File: src/rtl/mc_control.sv
// mc_control: multicycle MIPS main controller (Moore FSM).
// Sequences fetch/decode/execute/memory/writeback over a shared datapath and
// a single memory port with a ready handshake.
// Optional feature macro: MC_CONTROL_ORI_EN (decode ORI with zero-extended
// immediate). When undefined, ORI is illegal and zero_ext is tied to 0.
module mc_control (
  input  logic       clk,
  input  logic       reset_n,
  input  logic [5:0] op,
  input  logic       zero,
  input  logic       mem_ready,
  output logic       mem_req,
  output logic       mem_write,
  output logic       iord,
  output logic       ir_write,
  output logic       pc_en,
  output logic       reg_write,
  output logic       reg_dst,
  output logic       mem_to_reg,
  output logic       alu_src_a,
  output logic [1:0] alu_src_b,
  output logic [1:0] alu_op,
  output logic [1:0] pc_src,
  output logic       zero_ext,
  output logic       illegal_op,
  output logic [3:0] state
);

  localparam logic [5:0] OP_RTYPE = 6'b000000;
  localparam logic [5:0] OP_LW    = 6'b100011;
  localparam logic [5:0] OP_SW    = 6'b101011;
  localparam logic [5:0] OP_BEQ   = 6'b000100;
  localparam logic [5:0] OP_ADDI  = 6'b001000;
  localparam logic [5:0] OP_ORI   = 6'b001101;
  localparam logic [5:0] OP_J     = 6'b000010;

  typedef enum logic [3:0] {
    FETCH   = 4'd0,  DECODE = 4'd1,  MEMADR = 4'd2, MEMRD = 4'd3,
    MEMWB   = 4'd4,  MEMWR  = 4'd5,  RTYPEEX = 4'd6, ALUWB = 4'd7,
    BEQEX   = 4'd8,  IMMEX  = 4'd9,  IMMWB  = 4'd10, JEX   = 4'd11
  } state_t;

  state_t     cur, nxt;
  logic [5:0] op_q;
  logic       illegal_raw;

  // next-state decode; illegal_raw flags an unrecognised opcode in DECODE
  always_comb begin
    nxt         = cur;
    illegal_raw = 1'b0;
    case (cur)
      FETCH:   if (mem_ready) nxt = DECODE;
      DECODE: begin
        case (op)
          OP_LW, OP_SW: nxt = MEMADR;
          OP_RTYPE:     nxt = RTYPEEX;
          OP_BEQ:       nxt = BEQEX;
          OP_ADDI:      nxt = IMMEX;
`ifdef MC_CONTROL_ORI_EN
          OP_ORI:       nxt = IMMEX;
`endif
          OP_J:         nxt = JEX;
          default: begin
            nxt         = FETCH;
            illegal_raw = 1'b1;
          end
        endcase
      end
      MEMADR:  nxt = (op_q == OP_LW) ? MEMRD : MEMWR;
      MEMRD:   if (mem_ready) nxt = MEMWB;
      MEMWR:   if (mem_ready) nxt = FETCH;
      RTYPEEX: nxt = ALUWB;
      IMMEX:   nxt = IMMWB;
      default: nxt = FETCH;
    endcase
  end

  // state register and opcode latch; reset abandons any in-flight access
  always_ff @(posedge clk or negedge reset_n) begin
    if (!reset_n) begin
      cur  <= FETCH;
      op_q <= 6'd0;
    end else begin
      cur <= nxt;
      if (cur == DECODE) op_q <= op;
    end
  end

  logic mreq_raw, mwr_raw, irw_raw, pcw_raw, branch, regw_raw;

  // per-state datapath controls; strobes are gated by reset below
  always_comb begin
    mreq_raw   = 1'b0;
    mwr_raw    = 1'b0;
    irw_raw    = 1'b0;
    pcw_raw    = 1'b0;
    branch     = 1'b0;
    regw_raw   = 1'b0;
    iord       = 1'b0;
    reg_dst    = 1'b0;
    mem_to_reg = 1'b0;
    alu_src_a  = 1'b0;
    alu_src_b  = 2'b00;
    alu_op     = 2'b00;
    pc_src     = 2'b00;
    zero_ext   = 1'b0;
    case (cur)
      FETCH: begin
        mreq_raw  = 1'b1;
        alu_src_b = 2'b01;
        irw_raw   = mem_ready;
        pcw_raw   = mem_ready;
      end
      DECODE:  alu_src_b = 2'b11;
      MEMADR: begin
        alu_src_a = 1'b1;
        alu_src_b = 2'b10;
      end
      MEMRD: begin
        iord     = 1'b1;
        mreq_raw = 1'b1;
      end
      MEMWB: begin
        mem_to_reg = 1'b1;
        regw_raw   = 1'b1;
      end
      MEMWR: begin
        iord     = 1'b1;
        mreq_raw = 1'b1;
        mwr_raw  = 1'b1;
      end
      RTYPEEX: begin
        alu_src_a = 1'b1;
        alu_op    = 2'b10;
      end
      ALUWB: begin
        reg_dst  = 1'b1;
        regw_raw = 1'b1;
      end
      BEQEX: begin
        alu_src_a = 1'b1;
        alu_op    = 2'b01;
        pc_src    = 2'b01;
        branch    = 1'b1;
      end
      IMMEX: begin
        alu_src_a = 1'b1;
        alu_src_b = 2'b10;
`ifdef MC_CONTROL_ORI_EN
        if (op_q == OP_ORI) begin
          alu_op   = 2'b11;
          zero_ext = 1'b1;
        end
`endif
      end
      IMMWB: begin
        regw_raw = 1'b1;
`ifdef MC_CONTROL_ORI_EN
        zero_ext = (op_q == OP_ORI);
`endif
      end
      JEX: begin
        pc_src  = 2'b10;
        pcw_raw = 1'b1;
      end
      default: ;
    endcase
  end

  assign mem_req    = reset_n & mreq_raw;
  assign mem_write  = reset_n & mwr_raw;
  assign ir_write   = reset_n & irw_raw;
  assign pc_en      = reset_n & (pcw_raw | (branch & zero));
  assign reg_write  = reset_n & regw_raw;
  assign illegal_op = reset_n & illegal_raw;
  assign state      = cur;

endmodule
File: config.mk
export PLATFORM = sky130hd
export DESIGN_NAME = mc_control
export DESIGN_NICKNAME = d
export VERILOG_FILES = /design/src/rtl/mc_control.sv
export SDC_FILE = /design/constraint.sdc
export NUM_CORES = 1
export LEC_CHECK = 0
export CAP_MARGIN = 10
export CORE_AREA = 3 3 46 48
export CTS_BUF_LIST = sky130_fd_sc_hd__clkbuf_4
export DETAILED_ROUTE_END_ITERATION = 7
export DIE_AREA = 0 0 49 51
export GPL_TIMING_DRIVEN = 0
export PLACE_DENSITY = 0.93
export RECOVER_POWER = 100
export SLEW_MARGIN = 20
export SYNTH_ARGS = -nofsm -noshare
export SYNTH_HDL_FRONTEND = slang
export SYNTH_SLANG_ARGS = --single-unit
File: constraint.sdc
create_clock -name clk -period 3.8 [get_ports clk]
set_input_delay 0.57 -clock clk [delete_from_list [all_inputs] [get_ports clk]]
set_output_delay 0.57 -clock clk [all_outputs]
set_load 0.01 [all_outputs]
Word-level counts from Yosys, hierarchy flattened

Index checks and enable logic that the tools add are counted.

Reduce and logical (&&, ||, !) cells: 10
Bitwise logic cells: 8
Multiplexer cells: 21
Equality and inequality tests: 20

Operators by type and width:

| cell                 | number |
|---|---|
| $pmux W4 S7          | 1 |
| $pmux W4 S5          | 1 |
| $eq A6 B6 Y1 const B | 3 |
| $eq A4 B3 Y1 const B | 4 |
| $eq A4 B4 Y1 const B | 4 |
| $mux W4              | 3 |
| $mux W1              | 11 |
| $eq A4 B2 Y1 const B | 2 |
| $pmux W2 S2          | 2 |
| $and A1 B1 Y1        | 7 |
| $eq A6 B2 Y1 const B | 1 |
| $eq A6 B3 Y1 const B | 1 |
| $eq A6 B4 Y1 const B | 1 |
| $logic_not A6 Y1     | 1 |
| $ne A2 B2 Y1 const B | 3 |
| $pmux W2 S3          | 1 |
| $reduce_or A2 Y1     | 3 |
| $reduce_or A3 Y1     | 2 |
| $reduce_or A6 Y1     | 1 |
| $eq A4 B1 Y1 const B | 1 |
| $logic_not A4 Y1     | 1 |
| $reduce_or A4 Y1     | 1 |
| $mux W3              | 1 |
| $reduce_and A3 Y1    | 1 |
| 2 further kinds      | 2 |

Logic and storage cells: 61
Input bits: 10
Output and inout port bits: 21
Register bits after elaboration: 10

Depth between registers and ports, before layout

Gate-level depths: netlist of the first run.

Word-level depth: 5
Depth in mapped cells: 5
Depth with buffers taken out: 4

Least setup slack after synthesis of the first run

Ideal clock, no wire load.

Kind: register to output
Start point: register cur[0], in the netlist state[0]
End point: output port mem_req
Path slack: 1.672 ns
Path buffers: 2
Arrival: 1.558 ns
Cell stages (with the launch flop): 5
Data required time: 3.230 ns
Cells stage by stage: dfrtp_1 buf_2 clkbuf_1 nor2_1 a2111oi_0

Word-level cells in the longest chain between the ends: 4
Elaborated cells on any way between the ends: 6
Those cells by class: 2 x eq/ne; 1 x mux; 1 x bitwise; 2 x reduce/logical

Ends and longest elaborated chain:

| element                                    | RTL line | RTL |
|---|---|---|
| from (decl)                                | 43       | `state_t cur, nxt;` |
| from (signal assigned)                     | 84       | `cur <= nxt;` |
| $eq A4 B3 Y1, or another cell as far along | 107      | `case (cur)` |
| $reduce_or A3 Y1 (no source line) *        | -        |  |
| $mux W1 *                                  | 107      |  |
| $and A1 B1 Y1 *                            | 170      | `assign mem_req = reset_n & mreq_raw;` |
| to (decl)                                  | 12       | `output logic mem_req,` |

Every way passes the cells marked *; elsewhere a longest branch is shown, timed or not.

Final worst setup path of the first run

Start point: input port reset_n
End point: output port mem_req

Word-level cells in the longest chain between the ends: 1

Ends and longest elaborated chain:

| element       | RTL line | RTL |
|---|---|---|
| from (decl)   | 8        | `input logic reset_n,` |
| $and A1 B1 Y1 | 170      |  |

No other way between the ends.

==> results.md, run 1 <==
- Status: finished clean
- DRT iter0 DRCs: 19
- H-tree levels: 1
- Fin crit share: 84.6%
- Total CTS buffers: 3
- Synth Warn #: 0
- Unrepaired setup endpoints after global routing: false
- GPL Wtd Cong: 0.876
- FF-to-FF End: state[2]
- Data required, critical path: 3.23 ns
- Vias/cell: 5.65
- Clock latency on the worst-skew pair: 0.26 ns
- CP Max Fanout: 13
- HPWL after DPL: 1650 µm
- Synthesized cell area: 815 µm²
- Clock root buffer: clkbuf_4
- Max cap viols: 0
- Worst min path class: register to register
- Post-layout min period: 3.21 ns
- Reg clk slew, reported paths: 0.06 ns
- Worst Tran Pin Value: 0.561 ns
- Critical path's most frequent cell: dlygate4sd3_1
- First-pass GRT wire length: 3700 µm
- Setup bufs post-CTS: 0
- R2R Setup Slk: 2.06 ns
- Clock skew: 0.00471 ns
- Most frequent cells in the layout: dlygate4sd3_1 (22), nor2_1 (11), dfrtp_1 (10)
- Hold worst-path end: op_q[2]
- Layout Nets: 141
- VDD IR max: 256 µV
- Io pins: 31
- Post-synthesis register bit count: 10
- Port Buffers: 29
- DRC errors left: 0
- Mapped Nets: 107
- Rel. slew slack: 62.5%
- Synthesized instance count: 97
- Starting Density: 46.7%
- Final setup viols: 0
- Most common cell after layout, fill and taps aside: dlygate4sd3_1
- Vias in the first global route: 825
- Synth cell types: 36
- Crit path launch type: input pin
- CTS tree: built
- Avg Inst Size Synth: 8.40 µm²
- Delay-heaviest family, CP: buffers and inverters
- Setup crit end kind: primary output
- Worst setup path category: input pin to primary output
- CTS Sinks: 10
- HP Start: op_q[2]
- Crit path cell chain: dlygate4sd3_1 > inv_1 > a2111oi_0 > dlygate4sd3_1
- Leakage: 0.481 nW
- Setup tns final: 0 ns
- Antenna violations before repair: 0
- Power, Total: 0.412 mW
- P per Cell Area: 355 nW/µm²
- Diodes inserted: 0
- Critical R2R Launch: state[0]
- Hold depth: 1
- Pre-Repair DR Iteration Count: 4
- Routed WL: 2170 µm
- Arr. time, crit path: 2.64 ns
- Achievable Freq: 0.311 GHz
- Cts hold-fix bufs: 0
- Share of cells above drive strength 1: 13.1%
- Worst r2r path cells: 5
- Final hold vios: 0
- Antenna Nets Post-Route: 0
- Pre-CTS worst setup slack: 0.631 ns
- Core box area: 1750 µm²
- Buf/Inv on CP: 3
- GRT Total Usage: 19.1%
- Die W: 49 µm
- DR vias: 875
- # fillers: 152
- Slowest-stage cell, CP: dlygate4sd3_1
- Cell row count: 15
- Sequential area share after synthesis: 30.7%
- Number of buffers on the longest clock path: 2
- Setup ws final: 0.585 ns
- Slowest stage delay, CP: 0.89 ns
- Pins Over Slew Limit: 0
- Area Growth Syn to Fin: 42.4%
- Largest net degree at the start of global routing: 14
- Post-cts resize count: 0
- Total gr overflow: 0
- Die height: 51 µm
- WL/cell: 14.0 µm
- Total die area: 2500 µm²
metrics by stage:
stage / cell area (µm²) / util [%] / hold WS, ns / cells
floorplan: 815 / - / 0.274 / 97
global placement: 1140 / 65.1 / 0.492 / 151
detailed placement: 1140 / 65.1 / 0.505 / 151
CTS: 1160 / 66.6 / 0.520 / 155
global route: 1160 / 66.5 / 0.531 / 155
finish: 1160 / 66.5 / 0.519 / 155
routing by layer:
metal	share of wire [%]	vias to the layer above	global-route usage, %	wire [µm]
met5	0	-	0	0
met2	49	49	35.5	1060
li1	-	421	-	-
met4	1.1	0	5.69	24
met1	43	401	21.6	923
met3	7.3	4	4.37	158
synth_stat cells:
cell	instances	area, µm²
nor2b_1	2	12.5
buf_2	3	15.0
a31oi_1	1	6.26
nor3_1	9	45.0
a2111oi_0	1	8.76
conb_1	1	3.75
a21boi_0	1	7.51
nor3b_1	1	7.51
a41oi_1	1	8.76
o211ai_1	3	22.5
buf_4	2	15.0
nand3b_1	1	7.51
clkbuf_1	2	7.51
and3_2	1	7.51
nand2_1	5	18.8
dfrtp_1	10	250
nor4_1	1	6.26
xor2_1	1	8.76
nand3_1	1	5.00
and3_1	1	6.26
nand4_1	1	6.26
nor2_1	11	41.3
a22oi_1	2	15.0
a211oi_1	1	7.51
nor4b_1	1	8.76
o32ai_2	1	16.3
nor4b_4	1	23.8
or4_4	1	11.3
mux2_2	7	78.8
xnor2_1	2	17.5
nand2b_1	7	43.8
o2bb2ai_1	1	8.76
inv_1	3	11.3
and4_1	1	8.76
a21oi_1	4	20.0
o21ai_0	5	25.0
cell families (layout without fill, tap and decap cells):
logic type	count (synthesis)	count (layout)	share of synthesized area, %
multiplexers	7	7	9.68
flip-flops	10	10	30.7
AO/OA/AOI/OAI	21	21	18.0
XOR/XNOR	3	3	3.23
other	1	1	0.460
AND/OR/NAND/NOR	45	45	32.0
buffers and inverters	10	43	5.99
final cells by class:
type                       count  area (µm²)  share of cell area, %
sequential                    10         250                   21.6
inverter                       3        11.3                  0.971
tap                           25        31.3                   2.70
timing repair buffer          29         290                   25.0
clock buffer                   3        22.5                   1.94
buffer                         7        35.0                   3.02
clock inverter                 1        3.75                  0.324
multi-input combinational     77         515                   44.4
flip-flops by register name, summed over array words and instances, names as in the netlist:
signal  cells
state       4
op_q        6
worst max-delay path by stage:
stage                  start  slack (ns)  endpoint  cells past startpoint
global route         reset_n        0.37   mem_req                      4
detailed placement   reset_n        0.63   mem_req                      4
CTS                  reset_n        0.61   mem_req                      4
floorplan           state[0]        1.67   mem_req                      4
finish               reset_n        0.59   mem_req                      4
global placement     reset_n        0.64   mem_req                      4
power by group:
part	total [mW]	internal, mW	switching, mW
Sequential	0.159	0.138	0.0213
Combinational	0.178	0.0906	0.0874
Clock	0.0747	0.0379	0.0368
Total	0.412	0.266	0.145
Power figures use the tool's default switching activity.
==> inputs of run 2 (changes only) <==
- CORE_AREA: 3 3 46 48 -> 3 3 47 49
- DIE_AREA: 0 0 49 51 -> 0 0 50 52
- PLACE_DENSITY: 0.93 -> 0.9
- clock period: 3.8 -> 3.35 ns (I/O delays scaled with it)
==> run 2 against run 1 <==
  * Wire length is 0.60% lower
  * Flip-flop and latch count stayed put
  * Clock skew is 0.0021 ns lower
  * Non-clock buffer count stayed put
  * Clock power is 19% higher
  * Via count is 1.0% higher
  * Critical path depth stayed put
  * Critical path type unchanged
  * Highest routed layer unchanged
  * Largest cell class unchanged
  * Cell count is 1.3% higher
==> results.md, run 2 (synthesized netlist as in run 1, its figures left out) <==
- Routed length on met1: 912 µm
- Largest net degree at the start of global routing: 14
- Layout Nets: 141
- Achievable Freq: 0.320 GHz
- CTS Sinks: 10
- Port Buffers: 29
- Arr. time, crit path: 2.63 ns
- Die height: 52 µm
- Total gr overflow: 0
- WL met3: 134 µm
- Vias in the first global route: 832
- Die W: 50 µm
- DRT iter0 DRCs: 36
- Cts hold-fix bufs: 0
- Worst min path class: register to register
- Pre-CTS worst setup slack: 0.291 ns
- Buf/Inv on CP: 3
- HPWL after DPL: 1670 µm
- DRC errors left: 0
- Pre-Repair DR Iteration Count: 4
- Max reg flops: 6
- Total CTS buffers: 3
- Area Growth Syn to Fin: 42.4%
- DR vias: 884
- Pins Over Slew Limit: 0
- Share of cells above drive strength 1: 13.1%
- Routed met2 length: 1080 µm
- Data required, critical path: 2.85 ns
- Reg clk slew, reported paths: 0.07 ns
- Crit path cell chain: dlygate4sd3_1 > inv_1 > a2111oi_0 > clkdlybuf4s50_1
- Core box area: 1900 µm²
- Most frequent cells in the layout: dlygate4sd3_1 (21), nor2_1 (11), dfrtp_1 (10)
- Post-cts resize count: 0
- Fin crit share: 93.4%
- Rel. slew slack: 62.7%
- Unrepaired setup endpoints after global routing: false
- Diodes inserted: 0
- Number of buffers on the longest clock path: 2
- Leakage: 0.485 nW
- Final setup viols: 0
- Vias/cell: 5.63
- Max cap viols: 0
- Setup bufs post-CTS: 0
- P per Cell Area: 405 nW/µm²
- Delay-heaviest family, CP: buffers and inverters
- Setup ws final: 0.221 ns
- Worst setup path category: input pin to primary output
- Final hold vios: 0
- Most common cell after layout, fill and taps aside: dlygate4sd3_1
- VDD IR max: 277 µV
- Io pins: 31
- Power, Total: 0.470 mW
- Starting Density: 42.8%
- Crit path launch type: input pin
- Top reg by flops: op_q
- Slowest stage delay, CP: 0.89 ns
- Antenna violations before repair: 0
- DR top layer: met4
- Clock root buffer: clkbuf_4
- Setup crit end kind: primary output
- WL/cell: 13.7 µm
- Slowest-stage cell, CP: dlygate4sd3_1
- H-tree levels: 1
- CTS tree: built
- Routed WL: 2160 µm
- Total die area: 2600 µm²
- Cell row count: 16
- Clock latency on the worst-skew pair: 0.28 ns
- Antenna Nets Post-Route: 0
- CP Max Fanout: 13
- GPL Wtd Cong: 0.863
- GRT Total Usage: 18.2%
- First-pass GRT wire length: 3580 µm
- Clock skew: 0.00257 ns
- Setup tns final: 0 ns
- Post-layout min period: 3.13 ns
- Status: finished clean
- Worst Tran Pin Value: 0.558 ns
-- run 2: cell types whose count changed in the layout (fill, tap and decap cells not counted) --
cell             previous run  this run
buf_2                       1         2
clkbuf_1                    4         3
clkdlybuf4s50_1             7         8
dlygate4sd3_1              22        21
or4_1                       0         1
or4_4                       1         0
-- run 2: layout make-up --
class | count | area, µm²
multi-input combinational | 77 | 512
tap | 27 | 33.8
inverter | 3 | 11.3
clock buffer | 3 | 22.5
timing repair buffer | 29 | 290
buffer | 7 | 36.3
fill | 172 | 742
sequential | 10 | 250
clock inverter | 1 | 3.75
-- run 2: metal layers --
layer | global-route usage [%] | up-vias
li1 | - | 418
met1 | 19.2 | 424
met2 | 33.5 | 39
met3 | 3.72 | 3
met4 | 9.68 | 0
met5 | 0 | -
-- run 2: report_power, final --
| part | internal (mW) | switching (mW) | total, mW |
|---|---|---|---|
| clock | 0.0432 | 0.0457 | 0.0889 |
| sequential | 0.156 | 0.0221 | 0.178 |
| combinational | 0.104 | 0.0987 | 0.203 |
-- run 2: worst register-to-register path: stages (launching register included) --
cell      delay [ns]
dfrtp_1         0.37
clkbuf_1        0.24
nor4b_4         0.59
mux2_2          0.40
-- run 2: per-stage QoR --
step | area, µm² | instances | hold WS, ns | util, %
floorplan | 815 | 97 | 0.207 | -
global placement | 1140 | 153 | 0.493 | 59.9
detailed placement | 1140 | 153 | 0.503 | 59.9
CTS | 1160 | 157 | 0.519 | 61.3
global route | 1160 | 157 | 0.540 | 61.0
finish | 1160 | 157 | 0.516 | 61.0
-- run 2: final timing paths --
kind,slack (ns),from,to,cells after the start
max in group asynchronous,2.33,reset_n,state[1],1
max,0.22,reset_n,mem_req,4
min reg2reg,0.52,op_q[2],op_q[2],1
min in group asynchronous,0.65,reset_n,op_q[2],1
max reg2reg,1.64,state[2],op_q[5],3
min,0.52,op_q[2],op_q[2],1
==> RTL edit 1: new RTL, config.mk and constraints of run 1 <==
Add a define of `MC_CONTROL_ORI_EN`.
--- a/src/rtl/mc_control.sv
+++ b/src/rtl/mc_control.sv
@@ -4,4 +4,6 @@
 // Optional feature macro: MC_CONTROL_ORI_EN (decode ORI with zero-extended
 // immediate). When undefined, ORI is illegal and zero_ext is tied to 0.
+`define MC_CONTROL_ORI_EN
+
 module mc_control (
   input  logic       clk,
Behaviour: not the same (Yosys sat finds a counterexample within 4 cycles, from zero or initial values and one cycle with reset_n low).
==> RTL edit 1 against run 1 <==
- first-iteration DRC count shrank 42%
- power grew 27%
- cell area rose by 1.3%
- sequential cell count did not move
- worst hold slack worse by 0.0084 ns
- setup slack worse by 0.24 ns
- sequential power rose by 11%
- area after synthesis grew 4.1%
- critical path depth up 2
- routed wire length grew 4.1%
- die area did not move
==> RTL edit 1: results <==
set metrics [dict create \
    outcome "completed" \
    grt_max_degree 15 \
    grt_pass1_vias 862 \
    diodes 0 \
    final.setup_skew_ns 0.000671 \
    yosys-top-cells-area "dfrtp_1 (29%), mux2_2 (9.3%), nor3_1 (7.7%), nand2b_1 (6.6%), a21oi_1 (4.1%)" \
    min-delay-start "op_q[4]" \
    synth.top_cells.by_count "nor3_1 (13), dfrtp_1 (10), nand2b_1 (9)" \
    finalNetCount 143 \
    p_leak_uw 0.000492 \
    dp_hpwl_um 1810 \
    post_cts_resized 0 \
    drtPass1Iterations 4 \
    drt_iter0_markers 11 \
    wl_per_cell_um 14.4 \
    cp_max_fo 5 \
    htreeDepth 1 \
    synth.distinct_cells 36 \
    grt_pass1_wl_um 3600 \
    ir_worst_vdd_v 0.000335 \
    drive_gt1_share_pct 11.4 \
    cts_buffers 3 \
    crit_start "op[2]" \
    cp_data_arrival_time_ns 2.89 \
    reg2reg_from "state[2]" \
    r2r_cells 5 \
    synth_nets 108 \
    ys_seq_area_share_pct 29.5 \
    track_usage_pct 18.5 \
    p_total_uw 523 \
    r2r_slack_ns 1.61 \
    vias_per_cell 5.82 \
    postCtsSetupBuffers 0 \
    relSlewSlack_pct 17.3 \
    gp_congestion 0.824 \
    portBuffers 30 \
]
-- RTL edit 1: changes by cell type in the layout (fill, tap and decap cells not counted), sizes merged, moves of 2 or more --
cell           change
nor2               -5
a22oi              -2
clkdlybuf4s50      +2
o211ai             -3
o22ai              +2
a21oi              +3
nor3               +4
nand2b             +2
or2                +2
or4b               +2
o21ai              -2
-- RTL edit 1: through the flow --
stage               instances  setup WS (ns)  utilization [%]  cell area [sq um]  hold WS [ns]
global placement          153          0.594             67.6               1180         0.483
global route              157          0.303             67.3               1170         0.519
finish                    157          0.345             67.3               1170         0.510
detailed placement        153          0.556             67.6               1180         0.494
CTS                       157          0.542             69.1               1210         0.509
floorplan                  98           1.61                -                848         0.274
-- RTL edit 1: report_power, final --
part	switching [uW]	leakage [uW]	total, uW	internal, uW
logic	132	0.000353	271	139
registers	31.4	0.000124	177	146
clock network	36.0	0.0000154	73.9	37.9
total	200	0.000492	523	323
-- RTL edit 1: final cells by class --
cell class / instances / area, sq um / share of cell area, %
Buffer: 6 / 35.0 / 2.98
Clock buffer: 3 / 22.5 / 1.92
Clock inverter: 1 / 3.75 / 0.319
Inverter: 3 / 11.3 / 0.958
Multi-Input combinational cell: 79 / 520 / 44.3
Sequential cell: 10 / 250 / 21.3
Tap cell: 25 / 31.3 / 2.66
Timing Repair Buffer: 30 / 300 / 25.6
-- RTL edit 1: critical path, cell delays in order --
cell	delay, ns
dlygate4sd3_1	0.63
or4b_1	0.53
o32ai_1	0.35
a311oi_1	0.12
and4_1	0.22
clkdlybuf4s50_1	0.48
-- RTL edit 1: cell families (layout without fill, tap and decap cells) --
kind of cell	count (synthesis)	in the layout	share of synthesized area, %
mux	8	8	10.5
flops	10	10	29.5
compound gates	20	20	16.4
buf+inv	9	43	6.49
xor+xnor	2	2	2.07
simple gates	49	49	35.1
-- RTL edit 1: layer usage --
layer | track usage [%] | vias to the layer above | wire [um]
met5 | 0 | - | 0
met4 | 7.11 | 0 | 20
met3 | 2.04 | 4 | 146
met1 | 18.5 | 436 | 936
met2 | 38.5 | 39 | 1160
li1 | - | 434 | -
-- RTL edit 1: final timing paths --
| path | end |
|---|---|
| hold reg to reg | op_q[4] |
| setup / recovery | illegal_op |
| setup reg to reg | state[2] |
| min in group asynchronous | state[1] |
| max in group asynchronous | op_q[2] |
| hold / removal | op_q[4] |
==> RTL edit 2: new RTL, config.mk and constraints of run 1 <==
Made on the original files. Reset style: synchronous (`reset_n`), changed in one clocked block.
--- a/src/rtl/mc_control.sv
+++ b/src/rtl/mc_control.sv
@@ -77,5 +77,5 @@
 
   // state register and opcode latch; reset abandons any in-flight access
-  always_ff @(posedge clk or negedge reset_n) begin
+  always_ff @(posedge clk) begin
     if (!reset_n) begin
       cur  <= FETCH;
Check against the original RTL: differs if reset_n is asserted again (counterexample within 4 cycles, from zero or initial values and one cycle with reset_n low); with reset_n held inactive, the same outputs for 10 cycles.
==> RTL edit 2 against run 1 <==
- cell area shrank 3.8%
- sequential cell count unchanged
- setup slack gained 0.16 ns
- die area is the same
- area after synthesis decreased by 5.2%
- routed wire length is 2.1% lower
Power is not compared: it rests on default switching activity, and its combinational part moved more than twofold at a synthesized area within 25%.
==> RTL edit 2: results <==
set metrics [dict create \
    outcome "completed" \
    ys_seq_area_share_pct 25.9 \
    cts_buffers 3 \
    track_usage_pct 17.6 \
    grt_pass1_wl_um 3450 \
    drtPass1Iterations 4 \
    postCtsSetupBuffers 0 \
    clk_latency_ns 0.27 \
    final.setup_skew_ns 0.00846 \
    crit_path_max_incr_delay_ns 0.61 \
    fill_cells 175 \
    drt_iter0_markers 20 \
    yosys-top-cells-area "dfxtp_1 (26%), nand2_1 (8.8%), nor2_1 (6.3%), a21boi_1 (5.8%), nor3_1 (5.2%)" \
    vias_per_cell 5.30 \
    hold_depth 2 \
    synth_nets 118 \
    final.setup.tns_ns 0 \
    placedInstanceArea_sq_mm 0.00109 \
    r2r_cells 5 \
    ys.warnings.count 0 \
    grt_max_degree 11 \
    dr_wl_met2_um 1050 \
    async_flop_share_pct 0 \
    regMostFlops "op_q" \
    clk_path_buf_depth 2 \
    drt_wl_total_um 2130 \
    antenna_found_initial 0 \
    synth-main-ff-cell "dfxtp_1" \
    p_leak_uw 0.000467 \
    synth.distinct_cells 33 \
    gp_congestion 0.907 \
    worstHoldPathType "flip-flop to flip-flop" \
    portBuffers 29 \
    cp_data_arrival_time_ns 2.48 \
    clk_pin_slew_ns 0.06 \
    postCtsHoldBufs 0 \
    path_delay_family "buffers and inverters" \
    htreeDepth 1 \
    grt_pass1_vias 802 \
    met1_length_um 891 \
    cts_root_buffer "clkbuf_4" \
    drive_gt1_share_pct 5.67 \
    cp_max_fo 6 \
    drc 0 \
    synth.top_cells.by_count "nand2_1 (18), nor2_1 (13), dfxtp_1 (10)" \
    ir_worst_vdd_v 0.000199 \
    synth_edf_count 0 \
    finalNetCount 152 \
    wl_met3_um 162 \
    diodes 0 \
    largest_reg_flops 6 \
    dp_hpwl_um 1700 \
    setup_viol 0 \
    dr.max_layer_used "met4" \
]
RTL edit 2: kinds of logic (layout without fill, tap and decap cells):
| logic type | after synthesis | in the layout | share of synthesized area [%] |
|---|---|---|---|
| AND/OR/NAND/NOR | 60 | 60 | 41.2 |
| AO/OA/AOI/OAI | 26 | 26 | 22.9 |
| flip-flops | 10 | 10 | 25.9 |
| buffers and inverters | 8 | 41 | 6.00 |
| XOR/XNOR | 2 | 2 | 2.27 |
| other | 1 | 1 | 0.486 |
| multiplexers | 1 | 1 | 1.30 |
RTL edit 2: path summary, 6_finish.rpt:
path	from	to	slack [ns]
worst min register to register	op_q[5]	op_q[5]	0.47
worst max register to register	state[1]	op_q[0]	2.27
worst min-delay path	op_q[5]	op_q[5]	0.47
worst max-delay path	op[0]	illegal_op	0.75
RTL edit 2: worst reg2reg max path: cells and delay by family, from the launching register on:
family          cells  cell delay (ns)
simple gates        3             0.39
compound gates      1             0.17
buf+inv             1             0.39
flops               1             0.50
RTL edit 2: cell type report:
type / count / share of cell area (%)
plain buffers: 7 / 3.48
clock buffers: 3 / 2.02
clock inverters: 1 / 0.336
inverters: 1 / 0.336
multi-input cells: 90 / 47.1
flip-flops and latches: 10 / 17.9
well taps: 25 / 2.80
repair buffers: 29 / 26.0
RTL edit 2: per-layer routing:
metal	global-route usage [%]	up-vias
met5	0	-
met4	6.64	0
met3	3.21	3
met2	33.7	34
met1	19.1	391
li1	-	451
RTL edit 2: through the flow:
stage | power, uW | hold WS, ns | utilization, % | instances | setup WS, ns
after floorplan | 144 | 0.430 | - | 108 | 1.97
after global placement | 173 | 0.444 | 62.7 | 162 | 0.993
after detailed placement | 174 | 0.452 | 62.7 | 162 | 0.978
after CTS | 250 | 0.461 | 64.2 | 166 | 0.973
after global routing | 257 | 0.494 | 63.9 | 166 | 0.599
final | 246 | 0.472 | 63.9 | 166 | 0.747
RTL edit 2: report_power, final:
part | internal, uW | switching (uW) | total, uW
clock | 38.0 | 39.1 | 77.1
combinational | 27.5 | 29.0 | 56.5
sequential | 109 | 3.47 | 112
total | 175 | 71.6 | 246
